## src/rtl/vram_sdram_writer.sv

```systemverilog
// ---------------------------------------------------------------------------
// vram_sdram_writer : drains the GPMC write FIFO into byte-wide SDRAM writes,
//                     and owns SDRAM power-up init and periodic auto-refresh.
// Revision 1.0
// ---------------------------------------------------------------------------
`default_nettype none

module vram_sdram_writer #(
  parameter int          INIT_WAIT        = 20000,
  parameter int          T_RCD            = 2,
  parameter int          T_WR             = 2,
  parameter int          T_RP             = 2,
  parameter int          T_RFC            = 7,
  parameter int          REFRESH_INTERVAL = 750,
  parameter logic [12:0] MODE_WORD        = 13'h020
) (
  input  logic        vram_clk,
  input  logic        reset,
  input  logic        fifo_empty,
  input  logic [31:0] fifo_read_data,
  output logic        fifo_read,
  output logic [12:0] vram_addr,
  output logic [1:0]  vram_bank,
  output logic [7:0]  vram_data_out,
  output logic        vram_data_oe,
  output logic        vram_cke,
  output logic        vram_cs,
  output logic        vram_ras,
  output logic        vram_cas,
  output logic        vram_we,
  output logic        vram_dqm,
  output logic        init_done,
  output logic        busy
);

  typedef enum logic [2:0] {
    S_INIT_WAIT = 3'd0,
    S_INIT_PRE  = 3'd1,
    S_INIT_REF  = 3'd2,
    S_INIT_MODE = 3'd3,
    S_IDLE      = 3'd4,
    S_REF       = 3'd5,
    S_WRITE     = 3'd6
  } state_t;

  localparam logic [3:0] C_CMD_DESEL = 4'b1111;
  localparam logic [3:0] C_CMD_NOP   = 4'b0111;
  localparam logic [3:0] C_CMD_ACT   = 4'b0011;
  localparam logic [3:0] C_CMD_WRITE = 4'b0100;
  localparam logic [3:0] C_CMD_PRE   = 4'b0010;
  localparam logic [3:0] C_CMD_REF   = 4'b0001;
  localparam logic [3:0] C_CMD_MRS   = 4'b0000;

  localparam int C_SEQ_LAST = T_RCD + 1 + T_WR + T_RP;
  localparam int C_CNT_W    = $clog2(INIT_WAIT + C_SEQ_LAST + T_RFC + T_RP + 4);
  localparam int C_REF_W    = $clog2(REFRESH_INTERVAL + 1);

  state_t               state_q, state_d;
  logic [C_CNT_W-1:0]   cnt_q, cnt_d;
  logic                 second_ref_q, second_ref_d;
  logic [31:0]          entry_q, entry_d;
  logic [C_REF_W-1:0]   ref_ctr_q, ref_ctr_d;
  logic                 ref_pend_q, ref_pend_d;
  logic [3:0]           cmd_q, cmd_d;
  logic [12:0]          addr_q, addr_d;
  logic [1:0]           bank_q, bank_d;
  logic [7:0]           data_q, data_d;
  logic                 oe_q, oe_d;
  logic                 cke_q, cke_d;
  logic                 fifo_read_q, fifo_read_d;
  logic                 init_done_q, init_done_d;
  logic                 busy_q, busy_d;
  logic                 dispatch;

  // Next state is resolved first; outputs are then decoded from the next
  // state so every pin is registered yet aligned with the state it belongs to.
  always_comb begin
    state_d      = state_q;
    cnt_d        = cnt_q + 1'b1;
    second_ref_d = second_ref_q;
    entry_d      = entry_q;
    ref_ctr_d    = ref_ctr_q;
    ref_pend_d   = ref_pend_q;
    init_done_d  = init_done_q;
    fifo_read_d  = 1'b0;
    dispatch     = 1'b0;

    if (init_done_q) begin
      if (ref_ctr_q == C_REF_W'(REFRESH_INTERVAL - 1)) begin
        ref_ctr_d  = '0;
        ref_pend_d = 1'b1;
      end else begin
        ref_ctr_d = ref_ctr_q + 1'b1;
      end
    end

    case (state_q)
      S_INIT_WAIT: if (cnt_q == C_CNT_W'(INIT_WAIT)) begin
        state_d = S_INIT_PRE;
        cnt_d   = '0;
      end
      S_INIT_PRE: if (cnt_q == C_CNT_W'(T_RP)) begin
        state_d      = S_INIT_REF;
        cnt_d        = '0;
        second_ref_d = 1'b0;
      end
      S_INIT_REF: if (cnt_q == C_CNT_W'(T_RFC)) begin
        cnt_d = '0;
        if (second_ref_q) state_d = S_INIT_MODE;
        else second_ref_d = 1'b1;
      end
      S_INIT_MODE: if (cnt_q == C_CNT_W'(2)) begin
        state_d     = S_IDLE;
        cnt_d       = '0;
        init_done_d = 1'b1;
      end
      S_IDLE:  dispatch = 1'b1;
      S_REF:   dispatch = (cnt_q == C_CNT_W'(T_RFC));
      S_WRITE: dispatch = (cnt_q == C_CNT_W'(C_SEQ_LAST));
      default: state_d = S_INIT_WAIT;
    endcase

    // The last cycle of a sequence doubles as an idle decision, so the next
    // command can land straight after the trailing NOPs.
    if (dispatch) begin
      cnt_d = '0;
      if (ref_pend_q) begin
        state_d    = S_REF;
        ref_pend_d = 1'b0;
      end else if (!fifo_empty) begin
        state_d     = S_WRITE;
        entry_d     = fifo_read_data;
        fifo_read_d = 1'b1;
      end else begin
        state_d = S_IDLE;
      end
    end

    cmd_d  = C_CMD_NOP;
    addr_d = addr_q;
    bank_d = bank_q;
    data_d = data_q;
    oe_d   = 1'b0;
    cke_d  = 1'b1;
    case (state_d)
      S_INIT_PRE: if (cnt_d == '0) begin
        cmd_d  = C_CMD_PRE;
        addr_d = 13'h0400;
      end
      S_INIT_REF, S_REF: if (cnt_d == '0) cmd_d = C_CMD_REF;
      S_INIT_MODE: if (cnt_d == '0) begin
        cmd_d  = C_CMD_MRS;
        addr_d = MODE_WORD;
        bank_d = 2'b00;
      end
      S_WRITE: begin
        if (cnt_d == '0) begin
          cmd_d  = C_CMD_ACT;
          bank_d = entry_d[31:30];
          addr_d = {4'b0, entry_d[29:21]};
        end else if (cnt_d == C_CNT_W'(T_RCD)) begin
          cmd_d  = C_CMD_WRITE;
          addr_d = {7'b0, entry_d[20:16], 1'b0};
          data_d = entry_d[7:0];
          oe_d   = 1'b1;
        end else if (cnt_d == C_CNT_W'(T_RCD + 1)) begin
          cmd_d  = C_CMD_WRITE;
          addr_d = {2'b0, 1'b1, 4'b0, entry_d[20:16], 1'b1};
          data_d = entry_d[15:8];
          oe_d   = 1'b1;
        end
      end
      default: ;
    endcase
    busy_d = (state_d != S_IDLE);
  end

  always_ff @(posedge vram_clk) begin
    if (reset) begin
      state_q      <= S_INIT_WAIT;
      cnt_q        <= '0;
      second_ref_q <= 1'b0;
      entry_q      <= '0;
      ref_ctr_q    <= '0;
      ref_pend_q   <= 1'b0;
      cmd_q        <= C_CMD_DESEL;
      addr_q       <= '0;
      bank_q       <= '0;
      data_q       <= '0;
      oe_q         <= 1'b0;
      cke_q        <= 1'b0;
      fifo_read_q  <= 1'b0;
      init_done_q  <= 1'b0;
      busy_q       <= 1'b1;
    end else begin
      state_q      <= state_d;
      cnt_q        <= cnt_d;
      second_ref_q <= second_ref_d;
      entry_q      <= entry_d;
      ref_ctr_q    <= ref_ctr_d;
      ref_pend_q   <= ref_pend_d;
      cmd_q        <= cmd_d;
      addr_q       <= addr_d;
      bank_q       <= bank_d;
      data_q       <= data_d;
      oe_q         <= oe_d;
      cke_q        <= cke_d;
      fifo_read_q  <= fifo_read_d;
      init_done_q  <= init_done_d;
      busy_q       <= busy_d;
    end
  end

  assign {vram_cs, vram_ras, vram_cas, vram_we} = cmd_q;
  assign vram_addr     = addr_q;
  assign vram_bank     = bank_q;
  assign vram_data_out = data_q;
  assign vram_data_oe  = oe_q;
  assign vram_cke      = cke_q;
  assign vram_dqm      = 1'b0;
  assign fifo_read     = fifo_read_q;
  assign init_done     = init_done_q;
  assign busy          = busy_q;

endmodule

`default_nettype wire

```

## config.mk

```make
export PLATFORM = sky130hd
export DESIGN_NAME = vram_sdram_writer
export DESIGN_NICKNAME = d
export VERILOG_FILES = /design/src/rtl/vram_sdram_writer.sv
export SDC_FILE = /design/constraint.sdc
export NUM_CORES = 1
export LEC_CHECK = 0
export ABC_AREA = 1
export BUFFER_PORTS_ARGS = -buffer_cell sky130_fd_sc_hd__clkbuf_2
export CAP_MARGIN = 15
export CORE_MARGIN = 2
export CORE_UTILIZATION = 52
export CTS_CLUSTER_DIAMETER = 200
export DETAILED_ROUTE_END_ITERATION = 6
export PLACE_DENSITY = 0.78
export SYNTH_ARGS = -nofsm -noshare
export SYNTH_HDL_FRONTEND = slang
export SYNTH_SLANG_ARGS = --single-unit
```

## constraint.sdc

```tcl
create_clock -name vram_clk -period 2.2 [get_ports vram_clk]
set_clock_uncertainty 0.1 [all_clocks]
set_input_delay 0.11 -clock vram_clk [delete_from_list [all_inputs] [get_ports vram_clk]]
set_output_delay 0.11 -clock vram_clk [all_outputs]
set_load 0.005 [all_outputs]
```

==> results.json, run 1 <==
{
  "crit_fanout": 8,
  "cts_tree": "done",
  "final_common_cell": "nand2_1",
  "max-clock-path-buffers": 2,
  "hpwl_mm": 8.480,
  "final-instance-count-excl-fill": 928,
  "rows": 34,
  "synth.ff_latch_count": 91,
  "final_antenna_net_count": 0,
  "nNetsFinal": 858,
  "worst_pin_slew_ns": 0.6034,
  "worstPathRequired_ns": 2.40,
  "crit_path_start_kind": "register",
  "cts_buffers": 9,
  "design.core.area_um2": 8636,
  "max_cap_viol_count": 0,
  "slowest_stage": "dfxtp_4",
  "die_area_um2": 9603,
  "synthArstFlopShare_pct": 0,
  "slew_violations": 0,
  "power-per-cell-area_nw_per_um2": 486.5,
  "finalSetupViolCount": 24,
  "drive_gt1_share_pct": 31.95,
  "wl_per_cell_um": 13.91,
  "crit_chain": "inv_4 > ha_4 > nand2_2 > inv_2 > nand2_2 > nor2_2 > nand2_1 > nand2_2 > nand2_4 > nor2_8 > nor2_4 > buf_4 > o31ai_1 > nand4_1 > buf_4 > nor2_4 > buf_6 > o21ai_0 > a21oi_1",
  "ys.flop_type": "dfxtp_1",
  "fmax_mhz": 382.7,
  "rsz0062_at_grt": "true",
  "worst_skew_pair.late_latency_ns": 0.37,
  "place_congestion": 0.8940,
  "dr.pass1.iters": 5,
  "clock-sinks": 91,
  "fin_crit_sh_pct": 118.8,
  "violations": "hold timing, setup timing",
  "drc_errors": 0,
  "hold_ws_ns": -0.01617,
  "grt_pass1_vias": 4436,
  "wl_mm": 12.91,
  "synth_edf_count": 0,
  "slew_headroom_pct": 59.77,
  "fill_cells": 599,
  "end_kind": "register",
  "placed_area_um2": 5547,
  "netlist_instances": 655,
  "cp.arrival_ns": 2.81,
  "synth_seq_area_share_pct": 39.65,
  "min_path_type": "primary input to register",
  "area_growth_pct": 37.88,
  "grt_pass1_wl_mm": 19.80,
  "cp_common_cell": "nand2_2",
  "hold_viol": 3,
  "dp.cells": 881,
  "fin_util_pct": 73.36,
  "final_cell_mix": "nand2_1, nor2_1, inv_1",
  "start_util_pct": 53.20,
  "antenna_found_initial": 1,
  "drtIter0Drc": 238,
  "ir_worst_vdd_v": 0.0003779,
  "critical_path_class": "register to register",
  "die_w_um": 98.00,
  "period_needed_ns": 2.613,
  "n_antenna_cell": 0,
  "worst_path_largest_cell_delay_ns": 0.37,
  "avgSynthCellArea_um2": 7.014,
  "vias": 4762,
  "grt_max_degree": 55,
  "viasPerCell": 5.131,
  "cts_root_buf": "clkbuf_8",
  "cts.clk_slew.worst_paths_ns": 0.09,
  "htree_levels": 3,
  "die_h_um": 98.00,
  "yosysWarnings": 0,
  "syn_area_um2": 4594,
  "grt.overflow.total": 0,
  "outcome": "complete, but fails checks",
  "io_buffer_count": 63,
  "grt_usage_pct": 25.17,
  "p_leak_nw": 2.870,
  "io_pins": 68,
  "ys_types": 44,
  "fin_ws_ns": -0.4127,
  "fin_area_um2": 6335
}
-- report_power, final --
| group | internal, W | switching [W] | total, W |
|---|---|---|---|
| logic | 0.000155 | 0.000164 | 0.000319 |
| registers | 0.00165 | 0.00000900 | 0.00166 |
| clock network | 0.000510 | 0.000591 | 0.00110 |
-- critical path, delay by kind of cell, from the launching register on --
family	cells	cell delay [ns]
simple gates	10	1.00
buf+inv	5	0.60
compound gates	3	0.33
fa+ha+maj	1	0.13
flops	1	0.37
-- synth_stat cells, types with 3 or more instances --
master	number	area, µm²
nand2_4	3	33.78
ha_1	5	62.56
nor2_1	109	409.1
inv_2	3	11.26
buf_4	4	30.03
inv_1	102	382.9
nor3_1	9	45.04
dfxtp_1	91	1822
nand3_1	26	130.1
buf_6	3	33.78
clkbuf_1	11	41.29
a21oi_1	12	60.06
mux2_2	10	112.6
nand2_2	12	75.07
nor2_2	7	43.79
nor3b_1	5	37.54
o21ai_1	9	45.04
nor2_4	6	67.56
o21ai_0	34	170.2
nand3_2	4	40.04
nand2_1	145	544.3
xor2_1	8	70.07
nand4_1	7	43.79
-- final cells by class --
class                   count  area [µm²]  share of cell area (%)
multi-input cells         440        2514                   39.68
flip-flops and latches     91        1831                   28.90
repair buffers            168        1265                   19.97
inverters                 108       411.6                   6.498
well taps                 108       135.1                   2.133
clock buffers               9       123.9                   1.955
clock inverters             4       55.05                  0.8690
-- path summary, 6_finish.rpt --
| path | from | endpoint | slack (ns) | cells after the start |
|---|---|---|---|---|
| setup / recovery | cnt_q[0] | vram_data_out[7] | -0.41 | 19 |
| hold / removal | fifo_read_data[20] | entry_q[20] | -0.02 | 5 |
| hold reg to reg | vram_bank[0] | vram_bank[0] | 0.37 | 2 |
| setup reg to reg | cnt_q[0] | vram_data_out[7] | -0.41 | 19 |
-- cell families after synthesis --
| family | Yosys count | share of synthesized area (%) |
|---|---|---|
| adder cells (fa/ha/maj) | 5 | 1.362 |
| multiplexers | 10 | 2.451 |
| other | 1 | 0.08162 |
| XOR/XNOR | 10 | 1.906 |
| buffers and inverters | 128 | 11.38 |
| AO/OA/AOI/OAI | 70 | 8.824 |
| flip-flops | 91 | 39.65 |
| AND/OR/NAND/NOR | 340 | 34.34 |
-- routing by layer --
metal | part of all wire (%) | vias up | global-route usage [%]
met5 | 0.093 | - | 0
met4 | 3.5 | 2 | 12.71
met3 | 5.6 | 38 | 4.653
met2 | 50 | 180 | 44.47
met1 | 40 | 2200 | 29.01
li1 | - | 2342 | -
-- state kept, by name (all words and copies together), names as in the netlist, 2 cells and up --
signal,flops
state_q,3
vram_data_out,8
vram_bank,2
cnt_q,15
cmd_q,4
vram_addr,10
entry_q,32
ref_ctr_q,10
-- stage by stage --
| stage | TNS (ns) | setup WS, ns | hold slack [ns] | power (W) |
|---|---|---|---|---|
| 2_1_floorplan | -1.552 | -0.09316 | 0.03772 | 0.001820 |
| 3_3_place_gp | -5.555 | -0.3132 | 0.2342 | 0.001914 |
| 3_5_place_dp | -6.638 | -0.3450 | 0.2355 | 0.001918 |
| 4_1_cts | -5.274 | -0.2825 | 0.0008364 | 0.003058 |
| 5_1_grt | -10.81 | -0.5073 | 0.005773 | 0.003171 |
| 6_report | -7.847 | -0.4127 | -0.01617 | 0.003082 |
-- what timing repair did --
item	4_1_cts	5_1_grt
endpoints found under the hold margin	24	0
pin swaps	13	28
gates resized for setup	40	43
hold buffers	22	0
setup endpoints to repair	33	45
buffers inserted	3	6
cloned	1	2
(Power assumes the default switching activity.)
==> run 2: changes to the inputs <==
- PLACE_DENSITY: 0.78 -> 0.82
- SLEW_MARGIN: unset -> 0
==> results.json, run 2 (synthesis results as in run 1) <==
{
  "worstPathRequired_ns": 2.39,
  "start_util_pct": 53.20,
  "rsz0062_at_grt": "true",
  "grt_max_degree": 28,
  "placed_area_um2": 5469,
  "io_buffer_count": 63,
  "slowest_stage": "dfxtp_4",
  "grt.overflow.total": 0,
  "end_kind": "register",
  "die_w_um": 98.00,
  "crit_fanout": 8,
  "cp.arrival_ns": 2.82,
  "path_buf_inv": 5,
  "rows": 34,
  "slew_headroom_pct": 58.99,
  "regMostFlops": "entry_q",
  "fin_ws_ns": -0.4305,
  "die_h_um": 98.00,
  "cts_buffers": 9,
  "area_growth_pct": 38.81,
  "period_needed_ns": 2.630,
  "antenna_found_initial": 0,
  "min_path_type": "primary input to register",
  "worst_skew_pair.late_latency_ns": 0.37,
  "nNetsFinal": 846,
  "r2r_setup_slack_ns": -0.43,
  "grt_usage_pct": 25.55,
  "outcome": "complete, but fails checks",
  "max-clock-path-buffers": 2,
  "io_pins": 68,
  "final_common_cell": "nand2_1",
  "die_area_um2": 9603,
  "dr.pass1.iters": 5,
  "p_leak_nw": 2.889,
  "fin_crit_sh_pct": 119.6,
  "cts.clk_slew.worst_paths_ns": 0.09,
  "htree_levels": 3,
  "wl_mm": 14.37,
  "drtIter0Drc": 303,
  "power-per-cell-area_nw_per_um2": 516.0,
  "hold_viol": 2,
  "final_cell_mix": "nand2_1, nor2_1, inv_1",
  "final_antenna_net_count": 0,
  "hold_ws_ns": -0.02930,
  "place_congestion": 0.8860,
  "slew_violations": 0,
  "hpwl_mm": 8.331,
  "finalSetupViolCount": 24,
  "viasPerCell": 5.406,
  "critical_path_class": "register to register",
  "vias": 4968,
  "fill_cells": 519,
  "max_cap_viol_count": 0,
  "fmax_mhz": 380.2,
  "path_delay_family": "simple AND/OR/NAND/NOR gates",
  "violations": "hold timing, setup timing",
  "fin_area_um2": 6377,
  "drc_errors": 0,
  "n_antenna_cell": 0,
  "drive_gt1_share_pct": 34.28,
  "ir_worst_vdd_v": 0.0006161,
  "largest_reg_flops": 32,
  "cts_tree": "done",
  "largestRegisters": "entry_q (32), cnt_q (15)",
  "wl_per_cell_um": 15.64,
  "crit_path_start_kind": "register",
  "design.core.area_um2": 8636,
  "grt_pass1_wl_mm": 20.14,
  "cts_root_buf": "clkbuf_8",
  "worst_pin_slew_ns": 0.6072,
  "worst_path_largest_cell_delay_ns": 0.38,
  "grt_pass1_vias": 4515,
  "crit_chain": "inv_4 > ha_4 > nand2_2 > inv_1 > nand2_1 > nor2_2 > nand2_1 > nand2_2 > nand2_4 > nor2_8 > nor2_4 > o21ai_2 > nand2_4 > nor2_8 > buf_12 > nand2_8 > buf_12 > o21ai_1 > inv_1 > a21oi_2",
  "clock-sinks": 91
}
run 2: timing repair:
item,CTS,global route
hold buffers,17,3
pin swaps,19,30
hold endpoints to repair,18,3
gates cloned,1,1
setup buffers,5,7
endpoints found under the setup margin,25,50
gates resized for setup,34,85
run 2: worst reg2reg max path, delay by kind of cell (launching register included):
family / cells / cell delay (ns)
buf+inv: 5 / 0.51
fa+ha+maj: 1 / 0.13
simple gates: 11 / 1.05
flops: 1 / 0.38
compound gates: 3 / 0.41
run 2: path summary, 6_finish.rpt:
kind	startpoint	end	depth (start not counted)
setup / recovery	cnt_q[0]	vram_data_out[6]	20
hold / removal	fifo_read_data[10]	entry_q[10]	5
setup reg to reg	cnt_q[0]	vram_data_out[6]	20
hold reg to reg	vram_bank[0]	vram_bank[0]	2
run 2: through the flow:
step                      utilization (%)  std cells  setup WS [ns]  power, W  TNS (ns)
final                               73.85        919        -0.4305  0.003291    -7.871
after global routing                73.85        919        -0.5188  0.003375    -10.66
after CTS                           69.83        908        -0.2442  0.003221    -4.880
after detailed placement            63.33        869        -0.3545  0.001912    -6.470
after global placement              63.33        869        -0.2602  0.001906    -5.294
after floorplan                         -        658       -0.09316  0.001820    -1.552
run 2: per-layer routing:
layer  vias to the layer above  GRT usage [%]  share of wire [%]
met5                         -              0                  0
li1                       2316              -                  -
met2                       263          46.84                 52
met4                         0          10.15                4.8
met3                        68          4.868                6.5
met1                      2321          29.09                 37
run 2: area by class of cell:
| cell class | instances | area [µm²] | share of cell area [%] |
|---|---|---|---|
| multi-input cells | 440 | 2600 | 40.77 |
| flip-flops and latches | 91 | 1834 | 28.76 |
| repair buffers | 156 | 1167 | 18.30 |
| inverters | 108 | 415.4 | 6.514 |
| clock buffers | 11 | 141.4 | 2.217 |
| well taps | 108 | 135.1 | 2.119 |
| clock inverters | 5 | 83.83 | 1.314 |
run 2: power by group:
part | switching (W) | internal [W] | leakage [nW]
registers | 0.0000109 | 0.00165 | 0.737
clock network | 0.000621 | 0.000676 | 0.106
logic | 0.000174 | 0.000156 | 2.05
==> run 3: changes to the inputs <==
- PLACE_DENSITY: 0.82 -> 0.77
==> results.json, run 3 (synthesis results as in run 1) <==
{
  "htree_levels": 3,
  "nNetsFinal": 867,
  "final_common_cell": "nand2_1",
  "drive_gt1_share_pct": 34.78,
  "largest_reg_flops": 32,
  "fin_ws_ns": -0.5869,
  "start_util_pct": 53.20,
  "period_needed_ns": 2.787,
  "wl_mm": 14.66,
  "max_cap_viol_count": 0,
  "fin_crit_sh_pct": 126.7,
  "clock-sinks": 91,
  "placed_area_um2": 5584,
  "largestRegisters": "entry_q (32), cnt_q (15)",
  "cts_buffers": 9,
  "rows": 34,
  "hpwl_mm": 8.348,
  "design.core.area_um2": 8636,
  "cts_root_buf": "clkbuf_8",
  "end_kind": "register",
  "crit_path_start_kind": "register",
  "rsz0062_at_grt": "true",
  "ir_worst_vdd_v": 0.0005240,
  "violations": "hold timing, setup timing",
  "fin_util_pct": 76.02,
  "max-clock-path-buffers": 2,
  "final_antenna_net_count": 0,
  "p_leak_nw": 2.982,
  "worstPathRequired_ns": 2.35,
  "fin_area_um2": 6565,
  "min_path_type": "primary input to register",
  "regMostFlops": "entry_q",
  "grt_pass1_wl_mm": 21.69,
  "die_w_um": 98.00,
  "io_pins": 68,
  "grt_usage_pct": 28.00,
  "drc_errors": 0,
  "place_congestion": 0.9973,
  "finalSetupViolCount": 29,
  "pre_cts_ws_ns": -0.3411,
  "cts.clk_slew.worst_paths_ns": 0.09,
  "die_h_um": 98.00,
  "dr.pass1.iters": 7,
  "grt.overflow.total": 0,
  "cp.arrival_ns": 2.94,
  "n_antenna_cell": 0,
  "wl_per_cell_um": 15.62,
  "worst_pin_slew_ns": 0.6418,
  "power-per-cell-area_nw_per_um2": 484.2,
  "worst_skew_pair.late_latency_ns": 0.38,
  "crit_fanout": 8,
  "fmax_mhz": 358.8,
  "fill_cells": 556,
  "slew_violations": 0,
  "slew_headroom_pct": 57.21,
  "cts_tree": "done",
  "die_area_um2": 9603,
  "area_growth_pct": 42.89,
  "antenna_found_initial": 0,
  "drtIter0Drc": 346,
  "vias": 4991,
  "grt_pass1_vias": 4834,
  "hold_ws_ns": -0.01906,
  "critical_path_class": "register to register",
  "hold_viol": 4,
  "final_cell_mix": "nand2_1, nor2_1, inv_1",
  "outcome": "complete, but fails checks",
  "io_buffer_count": 63,
  "viasPerCell": 5.315,
  "grt_max_degree": 55
}
[run 3: timing repair]
item | in CTS | in global routing
pin swaps | 42 | 16
setup endpoints to repair | 26 | 42
resized for setup | 63 | 60
endpoints found under the hold margin | 20 | 3
cloned | 1 | 2
hold buffers | 18 | 3
buffers inserted | 6 | 8
[run 3: worst paths after layout]
path,startpoint,end,slack [ns],cells after the start
max,cnt_q[0],vram_data_out[5],-0.59,19
min,fifo_read_data[23],entry_q[23],-0.02,5
max reg2reg,cnt_q[0],vram_data_out[5],-0.59,19
min reg2reg,vram_bank[1],vram_bank[1],0.38,2
[run 3: power by group]
group | internal (W) | total, W | leakage (nW) | switching (W)
Sequential | 0.00165 | 0.00166 | 0.736 | 0.0000112
Clock | 0.000556 | 0.00117 | 0.0931 | 0.000613
Combinational | 0.000167 | 0.000346 | 2.15 | 0.000179
[run 3: final cells by class]
| type | count | area [µm²] | share of cell area [%] |
|---|---|---|---|
| Clock inverter | 3 | 46.29 | 0.7052 |
| Clock buffer | 12 | 145.1 | 2.211 |
| Timing Repair Buffer | 178 | 1389 | 21.15 |
| Multi-Input combinational cell | 439 | 2599 | 39.58 |
| Sequential cell | 91 | 1831 | 27.88 |
| Inverter | 108 | 420.4 | 6.404 |
| Tap cell | 108 | 135.1 | 2.058 |
[run 3: worst max-delay path, cell delays in order, from the launching register on]
cell and delay [ns]:
dfxtp_4 0.38, inv_4 0.07, ha_4 0.12, nand2_1 0.05, inv_1 0.05, nand2_1 0.07
nor2_2 0.17, nand2_1 0.09, nand2_1 0.12, nand2_2 0.14, nor2_8 0.15, buf_12 0.13
nor2_4 0.05, o21ai_2 0.07, nand2_4 0.09, nor2_8 0.16, nand2_4 0.12, buf_6 0.15
a21oi_4 0.27, a21oi_1 0.14
[run 3: per-stage QoR]
| step | total power [W] | std cells | setup TNS (ns) |
|---|---|---|---|
| 2_1_floorplan | 0.001820 | 658 | -1.552 |
| 3_3_place_gp | 0.001906 | 886 | -5.591 |
| 3_5_place_dp | 0.001911 | 886 | -6.704 |
| 4_1_cts | 0.003111 | 926 | -4.647 |
| 5_1_grt | 0.003278 | 939 | -14.81 |
| 6_report | 0.003179 | 939 | -11.99 |
[run 3: layer usage]
layer / share of wire, % / up-vias / GRT usage, %
met4: 5.5 / 0 / 14.85
met2: 50 / 197 / 49.00
li1: - / 2367 / -
met1: 39 / 2346 / 32.24
met3: 5.3 / 81 / 5.440
met5: 0 / - / 0
